[src/rtl/run_length_monitor.sv]
// Tracks the length of the current run of repeated samples, flags saturation and a
// threshold crossing, and records the longest run seen since reset or clear.
module run_length_monitor #(
    parameter int DATA_W = 8,
    parameter int CNT_W  = 32
) (
    input  logic              clk,
    input  logic              rst_n,
    input  logic              in_valid,
    input  logic [DATA_W-1:0] val,
    input  logic              clear,
    input  logic [CNT_W-1:0]  threshold,
    output logic [CNT_W-1:0]  run_cnt,
    output logic              run_sat,
    output logic              run_hit,
    output logic [CNT_W-1:0]  max_run,
    output logic [DATA_W-1:0] max_val
);

    localparam logic [CNT_W-1:0] CNT_MAX = {CNT_W{1'b1}};

    logic [CNT_W-1:0]  run_cnt_q, run_cnt_d;
    logic              run_sat_q, run_sat_d;
    logic              run_hit_q, run_hit_d;
    logic [CNT_W-1:0]  max_run_q, max_run_d;
    logic [DATA_W-1:0] max_val_q, max_val_d;
    logic [DATA_W-1:0] prev_val_q, prev_val_d;
    logic              have_prev_q, have_prev_d;

    logic              accept;
    logic              same;
    logic [CNT_W-1:0]  cnt_upd;

    assign accept  = in_valid && !clear;
    assign same    = have_prev_q && (val == prev_val_q);
    assign cnt_upd = !same                  ? '0 :
                     (run_cnt_q == CNT_MAX) ? CNT_MAX : run_cnt_q + CNT_W'(1);

    always_comb begin
        run_cnt_d   = run_cnt_q;
        run_sat_d   = run_sat_q;
        run_hit_d   = 1'b0;
        max_run_d   = max_run_q;
        max_val_d   = max_val_q;
        prev_val_d  = prev_val_q;
        have_prev_d = have_prev_q;
        if (clear) begin
            run_cnt_d   = '0;
            run_sat_d   = 1'b0;
            max_run_d   = '0;
            max_val_d   = '0;
            prev_val_d  = '0;
            have_prev_d = 1'b0;
        end else if (accept) begin
            run_cnt_d   = cnt_upd;
            // CNT_W >= 2 means a fresh run (0) can never look saturated.
            run_sat_d   = (cnt_upd == CNT_MAX);
            // Requiring a change of count stops a saturated run from re-pulsing.
            run_hit_d   = (threshold != '0) && (cnt_upd == threshold) &&
                          (cnt_upd != run_cnt_q);
            prev_val_d  = val;
            have_prev_d = 1'b1;
            if (cnt_upd > max_run_q) begin
                max_run_d = cnt_upd;
                max_val_d = val;
            end
        end
    end

    always_ff @(posedge clk or negedge rst_n) begin
        if (!rst_n) begin
            run_cnt_q   <= '0;
            run_sat_q   <= 1'b0;
            run_hit_q   <= 1'b0;
            max_run_q   <= '0;
            max_val_q   <= '0;
            prev_val_q  <= '0;
            have_prev_q <= 1'b0;
        end else begin
            run_cnt_q   <= run_cnt_d;
            run_sat_q   <= run_sat_d;
            run_hit_q   <= run_hit_d;
            max_run_q   <= max_run_d;
            max_val_q   <= max_val_d;
            prev_val_q  <= prev_val_d;
            have_prev_q <= have_prev_d;
        end
    end

    assign run_cnt = run_cnt_q;
    assign run_sat = run_sat_q;
    assign run_hit = run_hit_q;
    assign max_run = max_run_q;
    assign max_val = max_val_q;

endmodule

[config.mk]
export PLATFORM = sky130hd
export DESIGN_NAME = run_length_monitor
export DESIGN_NICKNAME = d
export VERILOG_FILES = /design/src/rtl/run_length_monitor.sv
export SDC_FILE = /design/constraint.sdc
export NUM_CORES = 1
export LEC_CHECK = 0
export CORE_ASPECT_RATIO = 0.7
export CORE_UTILIZATION = 55
export CTS_CLUSTER_SIZE = 20
export DETAILED_ROUTE_END_ITERATION = 16
export PLACE_DENSITY_LB_ADDON = 0.12
export SYNTH_ARGS = -nofsm -noshare
export SYNTH_HDL_FRONTEND = slang
export SYNTH_SLANG_ARGS = --single-unit
export TNS_END_PERCENT = 5
[constraint.sdc]
create_clock -name clk -period 6.67 [get_ports clk]
set_input_delay 0.667 -clock clk [delete_from_list [all_inputs] [get_ports clk]]
set_output_delay 0.667 -clock clk [all_outputs]
set_load 0.005 [all_outputs]
==> metrics.cfg <==
[synthesis]
yosysUniqueCellTypes = 63
synth_flop_cell = dfrtp_1
netlist_instances = 806
yosysMostFrequentCell = dfrtp_1
synth_top_area_share_pct = 32.0
synth_nets = 881
synth-async-reset-ratio_pct = 100
ys_ff_latch = 83
synth_area_leader_cell = dfrtp_1
synth_area_leaders = dfrtp_1, a21oi_1, mux2i_1
avgSynthCellArea_um2 = 8.06
ys_top_cells_by_count = dfrtp_1, a21oi_1, nor2_1
yosysWarnings = 0
synth_edf_count = 0
syn_area_um2 = 6500
ys_seq_area_share_pct = 32.0

[clock_tree]
clock_sink_count = 83
cts_resized = 0
cts_tree = yes
cts_made_buffers = 9
h-tree-depth = 3
holdBufCountCts = 0
clock_latency_ps = 350
cts_buffer_depth = 2
clock_tree.root_cell = clkbuf_16
path_clk_slew_ps = 70
post_cts_buffers = 0

[timing]
max_freq_mhz = 161
post-route-period-util_pct = 93.4
hold_slack_ps = 222
min_period_ps = 6230
tightest_slew_ps = 1260
finalSetupTns_ps = 0
final_max_slew_viol_count = 0
rsz0062_at_grt = no
setup_viol = 0
maxSlewHeadroom_pct = 14.9
finClkSkew_ps = 13.2
finalHoldViolations = 0

[layout]
syn2layout_area_growth_pct = 23.3
antenna_cells = 0
final_nets = 964
fillers = 880
drive_above_1_share_pct = 5.37

[critical_path]
startpoint_type = flip-flop
cp_max_fo = 41
worstSetupPathType = flip-flop to flip-flop
endpoint_kind = flip-flop
required_ps = 6920
worstPathArrival_ps = 6480

[die]
core-area_um2 = 11300
die_area_um2 = 12300
die_y_um = 92.9
pin_count = 118
die_x_um = 132
start_util_pct = 57.7
rows = 32

[grt]
grt_max_degree = 72
grt_overflow_total = 0
antenna_found_initial = 0
grt_pass1_vias = 6666
grt_usage_pct = 41.9
grt_pass1_wl_um = 38700

[worst_hold_path]
hold_class = input pin to async pin

[detailed_routing]
route.detailed.drc = 0
wl_um = 25300
drtPass1Iterations = 5
wl_met2_um = 10600
highest_layer = met4
routed_via_density = 6.92
wl_per_cell_um = 24.1
dr.first_iter.drc_count = 954
num_vias = 7242
met3_length_um = 3330
antenna_left = 0
wl_met1_um = 10500

[power]
peakVddDrop_uv = 120
power_leakage_nw = 3.15
powerDensity_nw_per_um2 = 141

[placement]
dp_hpwl_um = 18300
place_congestion = 1.08
port_buffers = 117

[flow_run]
drv_cap = 0

[outcome]
outcome = completed

-- where the power goes --
part	leakage, nW	total (mW)	internal, mW	switching (mW)
combinational	1.85	0.0967	0.0395	0.0572
sequential	1.15	0.509	0.506	0.00246
clock	0.140	0.522	0.294	0.228
-- cell families (layout without fill, tap and decap cells) --
group           Yosys count  after routing  share of synthesized area, %
simple gates            304            304                          25.0
buf+inv                 110            198                          6.97
compound gates          193            193                          17.8
mux                      41             41                          6.34
fa+ha+maj                31             31                          5.97
flops                    83             83                          32.0
xor+xnor                 44             44                          5.93
-- state kept, by name (all words and copies together) (netlist names) --
| signal | flops |
|---|---|
| have_prev_q | 1 |
| max_run | 32 |
| max_val | 8 |
| prev_val_q | 8 |
| run_cnt | 32 |
| run_hit | 1 |
| run_sat | 1 |
-- layout make-up --
cell class / instances / area [um2] / share of cell area (%)
multi-input cells: 613 / 3970 / 49.5
clock inverters: 6 / 71.3 / 0.890
flip-flops and latches: 83 / 2080 / 25.9
repair buffers: 136 / 1300 / 16.2
well taps: 153 / 191 / 2.39
inverters: 46 / 173 / 2.16
clock buffers: 10 / 229 / 2.86
-- metrics by stage --
step | worst slack (ps) | instances | utilization, % | power (mW) | area (um2)
2_1_floorplan | 2280 | 806 | - | 0.555 | 6500
5_1_grt | 213 | 1047 | 71.2 | 1.15 | 8010
6_report | 440 | 1047 | 71.2 | 1.13 | 8010
3_5_place_dp | 628 | 1031 | 68.5 | 0.612 | 7710
4_1_cts | 666 | 1047 | 71.2 | 1.12 | 8010
3_3_place_gp | 765 | 1031 | 68.5 | 0.610 | 7710
-- critical path, stage by stage, from the launching register on --
cell,delay [ps]
dfrtp_1,570
ha_1,440
inv_1,110
or4_1,780
nor3_1,870
nor2_1,80
mux2i_1,270
nor2b_1,430
ha_1,230
and4_1,200
nand3_1,110
nor3_1,300
inv_1,160
nor4b_4,350
a31o_2,720
nor2_1,230
o31ai_1,270
-- per-layer routing --
metal  vias to the layer above  global-route usage (%)
met3                       106                    10.2
met1                      3446                    59.8
li1                       3087                       -
met4                         0                    14.6
met5                         -                       0
met2                       603                    61.3
-- path summary, 6_finish.rpt --
path	start	endpoint	slack, ps	cells past startpoint
setup / recovery	run_cnt[0]	max_run[27]	440	16
hold / removal	rst_n	max_run[7]	220	1
setup reg to reg	run_cnt[0]	max_run[27]	440	16
hold reg to reg	max_val[3]	max_val[3]	540	2
max in group asynchronous	rst_n	run_cnt[30]	5340	2
min in group clk	max_val[3]	max_val[3]	540	2
-- placed cells by master, fill, tap and decap left out, types with 20 or more instances in the layout --
cell type	n
dfrtp_1	83
nor4_1	28
nor2_1	70
nand4_1	28
mux2i_1	40
inv_1	45
clkdlybuf4s50_1	114
o21ai_0	51
nand2_1	39
nand3_1	65
xnor2_1	27
buf_4	20
ha_1	31
a21oi_1	82
(Power assumes the default switching activity.)
